**src/rtl/wb_master_pkg.sv**
```systemverilog
// Shared types and constants for the Wishbone classic-cycle command master.
package wb_master_pkg;

  typedef enum logic [2:0] {
    IDLE,
    WDATA,
    BUS,
    RHOLD,
    DONE
  } state_e;

  localparam logic [3:0] WB_SEL_ALL       = 4'hF;
  localparam int         WB_SLAVE_SEL_MSB = 31;
  localparam int         WB_SLAVE_SEL_LSB = 24;
  localparam int         WB_OFFSET_WIDTH  = 24;

  // Next word address: the slave-select byte is frozen, only the offset wraps.
  function automatic logic [31:0] nextWordAdr(input logic [31:0] adr);
    logic [WB_OFFSET_WIDTH-1:0] offset;
    offset = adr[WB_OFFSET_WIDTH-1:0] + WB_OFFSET_WIDTH'(1);
    return {adr[WB_SLAVE_SEL_MSB:WB_SLAVE_SEL_LSB], offset};
  endfunction

endpackage

```
**src/rtl/wb_master_timer.sv**
```systemverilog
// Bus-phase watchdog for the Wishbone master; the module only exists when
// WB_MASTER_TIMEOUT_EN is defined.
`ifdef WB_MASTER_TIMEOUT_EN
module wb_master_timer #(
  parameter int TIMEOUT_CYCLES = 1024
) (
  input  logic clk,
  input  logic rst,
  input  logic clear_i,
  input  logic enable_i,
  output logic expired_o
);

  localparam logic [15:0] LAST_COUNT = 16'(TIMEOUT_CYCLES - 1);

  logic [15:0] count_q, count_d;

  always_comb begin
    count_d = count_q;
    if (clear_i) begin
      count_d = '0;
    end else if (enable_i) begin
      count_d = count_q + 16'd1;
    end
  end

  always_ff @(posedge clk or posedge rst) begin
    if (rst) begin
      count_q <= '0;
    end else begin
      count_q <= count_d;
    end
  end

  // Fires on the edge that would end the TIMEOUT_CYCLES-th unacknowledged cycle.
  assign expired_o = enable_i && (count_q == LAST_COUNT);

endmodule
`endif

```
**src/rtl/wishbone_master_ctrl.sv**
```systemverilog
// Command-driven Wishbone classic-cycle burst master. Define WB_MASTER_TIMEOUT_EN
// to build the no-acknowledge watchdog; otherwise BUS waits forever for ack.
module wishbone_master_ctrl #(
  parameter int TIMEOUT_CYCLES = 1024,
  parameter int CNT_WIDTH      = 16
) (
  input  logic                 clk,
  input  logic                 rst,
  input  logic                 cmd_stb_i,
  output logic                 cmd_rdy_o,
  input  logic                 cmd_we_i,
  input  logic [31:0]          cmd_adr_i,
  input  logic [CNT_WIDTH-1:0] cmd_cnt_i,
  input  logic                 wr_stb_i,
  output logic                 wr_rdy_o,
  input  logic [31:0]          wr_dat_i,
  output logic                 rd_stb_o,
  input  logic                 rd_ack_i,
  output logic [31:0]          rd_dat_o,
  output logic                 busy_o,
  output logic                 done_o,
  output logic                 err_timeout_o,
  output logic                 int_o,
  output logic                 wb_we_o,
  output logic                 wb_cyc_o,
  output logic                 wb_stb_o,
  output logic [3:0]           wb_sel_o,
  output logic [31:0]          wb_adr_o,
  output logic [31:0]          wb_dat_o,
  input  logic [31:0]          wb_dat_i,
  input  logic                 wb_ack_i,
  input  logic                 wb_int_i
);

  import wb_master_pkg::*;

  if (TIMEOUT_CYCLES < 2 || TIMEOUT_CYCLES > 65535) begin : gBadTimeout
    $error("TIMEOUT_CYCLES must be within 2..65535");
  end

  state_e               state_q, state_d;
  logic [CNT_WIDTH-1:0] remaining_q, remaining_d;
  logic [31:0]          adr_q, adr_d;
  logic [31:0]          wrDat_q, wrDat_d;
  logic [31:0]          rdDat_q, rdDat_d;
  logic                 we_q, we_d;
  logic                 cmdRdy_q, wrRdy_q, rdStb_q, busy_q, done_q, err_q, int_q;
  logic                 wbWe_q, cyc_q, stb_q;
  logic [3:0]           sel_q;
  logic                 expired;
  logic                 abort;
  logic                 lastWord;

`ifdef WB_MASTER_TIMEOUT_EN
  wb_master_timer #(
    .TIMEOUT_CYCLES(TIMEOUT_CYCLES)
  ) u_timer (
    .clk      (clk),
    .rst      (rst),
    .clear_i  (state_q != BUS),
    .enable_i ((state_q == BUS) && !wb_ack_i),
    .expired_o(expired)
  );
`else
  assign expired = 1'b0;
`endif

  assign lastWord = (remaining_q == CNT_WIDTH'(1));

  always_comb begin
    state_d     = state_q;
    remaining_d = remaining_q;
    adr_d       = adr_q;
    wrDat_d     = wrDat_q;
    rdDat_d     = rdDat_q;
    we_d        = we_q;
    abort       = 1'b0;
    case (state_q)
      IDLE: begin
        if (cmd_stb_i && cmdRdy_q) begin
          we_d        = cmd_we_i;
          adr_d       = cmd_adr_i;
          remaining_d = (cmd_cnt_i == '0) ? CNT_WIDTH'(1) : cmd_cnt_i;
          state_d     = cmd_we_i ? WDATA : BUS;
        end
      end
      WDATA: begin
        if (wr_stb_i && wrRdy_q) begin
          wrDat_d = wr_dat_i;
          state_d = BUS;
        end
      end
      BUS: begin
        // An ack in the expiry cycle still completes the word.
        if (wb_ack_i) begin
          if (!we_q) begin
            rdDat_d = wb_dat_i;
            state_d = RHOLD;
          end else if (lastWord) begin
            state_d = DONE;
          end else begin
            remaining_d = remaining_q - CNT_WIDTH'(1);
            adr_d       = nextWordAdr(adr_q);
            state_d     = WDATA;
          end
        end else if (expired) begin
          abort   = 1'b1;
          state_d = IDLE;
        end
      end
      RHOLD: begin
        if (rd_ack_i) begin
          if (lastWord) begin
            state_d = DONE;
          end else begin
            remaining_d = remaining_q - CNT_WIDTH'(1);
            adr_d       = nextWordAdr(adr_q);
            state_d     = BUS;
          end
        end
      end
      DONE:    state_d = IDLE;
      default: state_d = IDLE;
    endcase
  end

  // Every output flop is loaded from the next state so it lines up with state_q.
  always_ff @(posedge clk or posedge rst) begin
    if (rst) begin
      state_q     <= IDLE;
      remaining_q <= '0;
      adr_q       <= '0;
      wrDat_q     <= '0;
      rdDat_q     <= '0;
      we_q        <= 1'b0;
      cmdRdy_q    <= 1'b0;
      wrRdy_q     <= 1'b0;
      rdStb_q     <= 1'b0;
      busy_q      <= 1'b0;
      done_q      <= 1'b0;
      err_q       <= 1'b0;
      int_q       <= 1'b0;
      wbWe_q      <= 1'b0;
      cyc_q       <= 1'b0;
      stb_q       <= 1'b0;
      sel_q       <= '0;
    end else begin
      state_q     <= state_d;
      remaining_q <= remaining_d;
      adr_q       <= adr_d;
      wrDat_q     <= wrDat_d;
      rdDat_q     <= rdDat_d;
      we_q        <= we_d;
      cmdRdy_q    <= (state_d == IDLE);
      wrRdy_q     <= (state_d == WDATA);
      rdStb_q     <= (state_d == RHOLD);
      busy_q      <= (state_d != IDLE);
      done_q      <= (state_d == DONE);
      err_q       <= abort;
      int_q       <= wb_int_i;
      wbWe_q      <= (state_d == BUS) && we_d;
      cyc_q       <= (state_d == WDATA) || (state_d == BUS) || (state_d == RHOLD);
      stb_q       <= (state_d == BUS);
      sel_q       <= (state_d == BUS) ? WB_SEL_ALL : 4'h0;
    end
  end

  assign cmd_rdy_o     = cmdRdy_q;
  assign wr_rdy_o      = wrRdy_q;
  assign rd_stb_o      = rdStb_q;
  assign rd_dat_o      = rdDat_q;
  assign busy_o        = busy_q;
  assign done_o        = done_q;
  assign err_timeout_o = err_q;
  assign int_o         = int_q;
  assign wb_we_o       = wbWe_q;
  assign wb_cyc_o      = cyc_q;
  assign wb_stb_o      = stb_q;
  assign wb_sel_o      = sel_q;
  assign wb_adr_o      = adr_q;
  assign wb_dat_o      = wrDat_q;

endmodule

```
**config.mk**
```make
export PLATFORM = sky130hd
export DESIGN_NAME = wishbone_master_ctrl
export DESIGN_NICKNAME = d
export VERILOG_FILES = /design/src/rtl/wb_master_pkg.sv /design/src/rtl/wb_master_timer.sv /design/src/rtl/wishbone_master_ctrl.sv
export SDC_FILE = /design/constraint.sdc
export NUM_CORES = 1
export LEC_CHECK = 0
export CORE_ASPECT_RATIO = 2
export CORE_UTILIZATION = 40
export CTS_CLUSTER_DIAMETER = 60
export DETAILED_ROUTE_END_ITERATION = 12
export GPL_ROUTABILITY_DRIVEN = 1
export PLACE_DENSITY = 0.78
export SYNTH_ARGS = -nofsm -noshare
export SYNTH_HDL_FRONTEND = slang
export SYNTH_SLANG_ARGS = --single-unit
```
**constraint.sdc**
```tcl
create_clock -name clk -period 3.65 [get_ports clk]
set_input_delay 0.5475 -clock clk [delete_from_list [all_inputs] [get_ports clk]]
set_output_delay 0.5475 -clock clk [all_outputs]
set_load 0.01 [all_outputs]
```
Yosys cells after proc, flatten, opt, wreduce, memory -nomap -nowiden
Index checks and enable logic that the tools add are counted.
{"block": "op_classes", "bitwise_logic": 1, "add_sub_neg": 2, "n_mux": 25, "eq_ne": 12, "reduce_logical": 13}
{"cell": "32-bit 2-to-1 mux", "n": 4}
{"cell": "16-bit 2-to-1 mux", "n": 6}
{"cell": "32-bit case mux with 3 select lines", "n": 1}
{"cell": "16-bit case mux with 3 select lines", "n": 1}
{"cell": "24-bit by 1-bit adder with 24-bit output (second input constant)", "n": 1}
{"cell": "24-bit 2-to-1 mux", "n": 1}
{"cell": "3-bit 2-to-1 mux", "n": 7}
{"cell": "16-bit by 1-bit equality test with 1-bit output (second input constant)", "n": 1}
{"cell": "16-bit zero test", "n": 1}
{"cell": "16-bit by 1-bit subtractor with 16-bit output (second input constant)", "n": 1}
{"cell": "3-bit by 2-bit equality test with 1-bit output (second input constant)", "n": 4}
{"cell": "3-bit case mux with 4 select lines", "n": 1}
{"cell": "2-bit != test (second input constant)", "n": 4}
{"cell": "3-bit by 1-bit equality test with 1-bit output (second input constant)", "n": 2}
{"cell": "3-bit zero test", "n": 2}
{"cell": "3-bit nonzero test", "n": 2}
{"cell": "5-bit AND reduction", "n": 1}
{"cell": "4-bit 2-to-1 mux", "n": 1}
{"cell": "3-bit equality test (second input constant)", "n": 1}
{"cell": "1-bit logical AND", "n": 3}
{"cell": "3-bit AND reduction", "n": 1}
{"cell": "1-bit logical OR", "n": 2}
{"cell": "1-bit 2-to-1 mux", "n": 2}
{"cell": "2-bit 2-to-1 mux", "n": 1}
{"cell": "other kinds (2)", "n": 2}
{"block": "word_totals", "register_bits": 129, "inputBits": 120, "wordCells": 69, "output_inout_bits": 110}

Logic depth before layout (Yosys ltp)
{"block": "logic_depth", "word_depth": 8, "mapped_depth": 8, "depth_no_buf": 7}

Worst setup path after synthesis
OpenSTA, ideal clock, no wires.
{"block": "synth_path", "path_kind": "reg-to-reg", "from": "register remaining_q[7]", "to": "register remaining_q[6]", "path_slack_ns": 1.442, "path_stages_with_launch": 7, "period_less_slack_ns": 2.208, "arrival_time_ns": 2.087, "t_required_ns": 3.529, "setup_ns": 0.121, "n_path_buf": 2, "cell_sequence": "dfrtp_1 -> or4_1 -> buf_2 -> nor4_4 -> a2bb2oi_2 -> buf_2 -> a22o_1"}
{"block": "synth_between", "elab_chain_cells": 5, "word_cells_on_any_way": 6, "classes_between": "eq/ne (1); mux (5)"}
{"element": "start, declared", "line_no": "wishbone_master_ctrl.sv:42", "rtl": "logic [CNT_WIDTH-1:0] remaining_q, remaining_d;"}
{"element": "start signal, assigned", "line_no": "wishbone_master_ctrl.sv:149", "rtl": "remaining_q <= remaining_d;"}
{"element": "16-bit by 1-bit equality test with 1-bit output *", "line_no": "wishbone_master_ctrl.sv:68", "rtl": "assign lastWord = (remaining_q == CNT_WIDTH'(1));"}
{"element": "16-bit 2-to-1 mux *"}
{"element": "16-bit 2-to-1 mux (2 in a row)"}
{"element": "16-bit case mux with 3 select lines *"}
Every way passes the cells marked *; elsewhere a longest branch is shown, timed or not. The select of a mux whose other input is x is not followed.
A chain may end at the register's enable or synchronous reset.

Worst setup path after layout
{"block": "layout_path", "from": "register remaining_q[7]", "to": "register remaining_q[5]"}
Same word-level chain as after synthesis.

==> flow_metrics.py <==
metrics = {
    "floorplanning": {
        "num_rows": 62,
        "dieArea_mm2": 0.0151,
        "initial_core_util": 0.408,
        "io_pins": 230,
        "core_mm2": 0.0143,
        "die_x_um": 87.3,
        "dieHeight_um": 173,
    },
    "timing": {
        "fin_crit_ps": 2620,
        "worst_pin_slew_ps": 855,
        "setup-tns-final_ps": 0,
        "setup_viol": 0,
        "timing.hold.ws_ps": 506,
        "min_period_over_period": 0.717,
        "slew_violations": 0,
        "hold_viol": 0,
        "relSlewSlack": 0.426,
        "skew_ps": 9.29,
        "rsz0062_at_grt": "false",
        "fmax_mhz": 382,
    },
    "clock_network": {
        "cts.path.max_buffers": 2,
        "clk_latency_ps": 410,
        "postCtsHoldBufs": 0,
        "cts_buffers": 17,
        "clk_pin_slew_ps": 60,
        "cts_setup_buffers": 0,
        "cts_resized": 0,
        "cts.sinks": 125,
        "h-tree-depth": 4,
        "cts_root_buf": "clkbuf_16",
        "cts_tree": "yes",
    },
    "detailed_routing": {
        "wl_per_cell_um": 17.4,
        "viasPerCell": 5.44,
        "vias": 5241,
        "antenna_left": 0,
        "totalWireLength_mm": 16.8,
        "dr.pass1.iters": 4,
        "drt_iter0_drc": 214,
        "drcViolationCount": 0,
    },
    "critical_path": {
        "crit_arrival_ps": 2890,
        "criticalPathCategory": "reg -> reg",
        "crit_path_end_kind": "flip-flop",
        "cp.required_ps": 3920,
        "worstSetupStartpoint": "remaining_q[7]",
        "cp-start-kind": "flip-flop",
        "r2r-start": "remaining_q[7]",
        "critPathMaxFanout": 36,
    },
    "placed_design": {
        "dpl_cell_area_mm2": 0.00829,
        "hpwl_mm": 12.5,
        "port_buffers": 228,
        "gp_congestion": 0.869,
    },
    "synthesis": {
        "yosys-top-cells-area": "dfrtp_1, mux2_2, o21ai_0",
        "synth_ff_type": "dfrtp_1",
        "synth_edf_count": 0,
        "ys_ff_latch": 125,
        "yosysUniqueCellTypes": 59,
        "synthTopCellsByCount": "dfrtp_1, mux2_2, o21ai_0",
        "avgSynthCellArea_um2": 10.9,
        "netlist_instances": 536,
        "syn_nets": 659,
        "synth-async-reset-ratio": 1.00,
        "yosysWarnings": 0,
        "synth_top_area_frac": 0.538,
        "yosysTopAreaCell": "dfrtp_1",
        "synth.most_common_cell": "dfrtp_1",
        "synth_area_mm2": 0.00582,
        "ys_seq_area_frac": 0.538,
    },
    "worst_hold_path": {
        "hp-class": "reg -> reg",
        "min_from": "wb_dat_o[16]",
    },
    "layout": {
        "antennaDiodeCount": 0,
        "layout.nets": 882,
        "postLayoutCellArea_mm2": 0.00886,
        "syn_to_final_growth_pct": 52.3,
        "drive_gt1_frac": 0.157,
    },
    "power": {
        "cellLeakagePower_nw": 3.59,
        "p_per_area_mw_per_mm2": 864,
        "peakVddDrop_v": 0.000462,
        "power_w": 0.00766,
    },
    "global_routing": {
        "grt_max_degree": 85,
        "antenna_found_initial": 0,
        "grt.overflow.total": 0,
        "grt_pass1_wl_mm": 27.3,
        "grt_util_all_layers": 0.234,
        "grt_pass1_vias": 5656,
    },
    "status": {
        "status": "finished, final reports clean",
    },
    "run": {
        "maxCapViolCount": 0,
    },
}
cells by family (layout without fill, tap and decap cells):
| group | Yosys count | after routing | share of synthesized area |
|---|---|---|---|
| buffers and inverters | 51 | 287 | 0.0402 |
| other | 1 | 1 | 0.000644 |
| AOI/OAI and AO/OA | 144 | 144 | 0.157 |
| DFF | 125 | 125 | 0.538 |
| adders and majority gates | 3 | 3 | 0.00645 |
| and+or+nand+nor | 147 | 147 | 0.132 |
| muxes | 65 | 65 | 0.126 |
final cells by class:
type,count,area (µm²)
fill,1198,5410
sequential,125,3130
multi-input combinational,360,2480
timing repair buffer,238,2370
clock buffer,17,425
tap,192,240
clock inverter,15,153
inverter,17,67.6
registers in the layout, summed over array words and instances (netlist names), 3 cells and up:
| signal | flops |
|---|---|
| rd_dat_o | 32 |
| wb_dat_o | 32 |
| state_q | 3 |
| remaining_q | 16 |
| wb_adr_o | 32 |
placed cells by master, fill, tap and decap left out, types with 16 or more instances in the layout:
master             n
o21ai_0           49
mux2_2            65
clkdlybuf4s50_1  228
nor2_1            31
nand3_1           23
clkbuf_16         17
inv_1             16
a21oi_1           41
nand2_1           33
dfrtp_1          125
through the flow:
step	util	cells	setup WS, ps
2_1_floorplan	-	536	1440
3_3_place_gp	0.581	932	1040
3_5_place_dp	0.581	932	977
4_1_cts	0.621	964	1040
5_1_grt	0.621	964	895
6_report	0.621	964	1030
critical path, stage by stage (launching register included):
cell and delay (ps):
dfrtp_1 450, or4_1 680, nor4_4 580, o2bb2ai_4 430, o21ai_0 210, o311ai_0 140
power breakdown:
part           total (W)  internal, W  switching [W]  leakage, nW
combinational    0.00343      0.00186        0.00157         1.80
sequential       0.00258      0.00205       0.000527         1.51
clock            0.00165     0.000962       0.000688        0.283
layer usage:
layer  wire [µm]  part of all wire  track usage  up-vias
li1            -                 -            -     2402
met1        5550              0.33        0.225     2562
met2        9540              0.57        0.440      227
met3        1020             0.061       0.0597       50
met4         695             0.041        0.117        0
met5           0                 0            0        -
path summary, 6_finish.rpt:
check	endpoint	slack, ps	depth (start not counted)
min reg2reg	wb_dat_o[16]	510	1
max in group asynchronous	remaining_q[4]	2140	3
max reg2reg	remaining_q[5]	1030	5
min	wb_dat_o[16]	510	1
min in group asynchronous	rd_dat_o[28]	620	2
max	remaining_q[5]	1030	5
(Power assumes the default switching activity.)
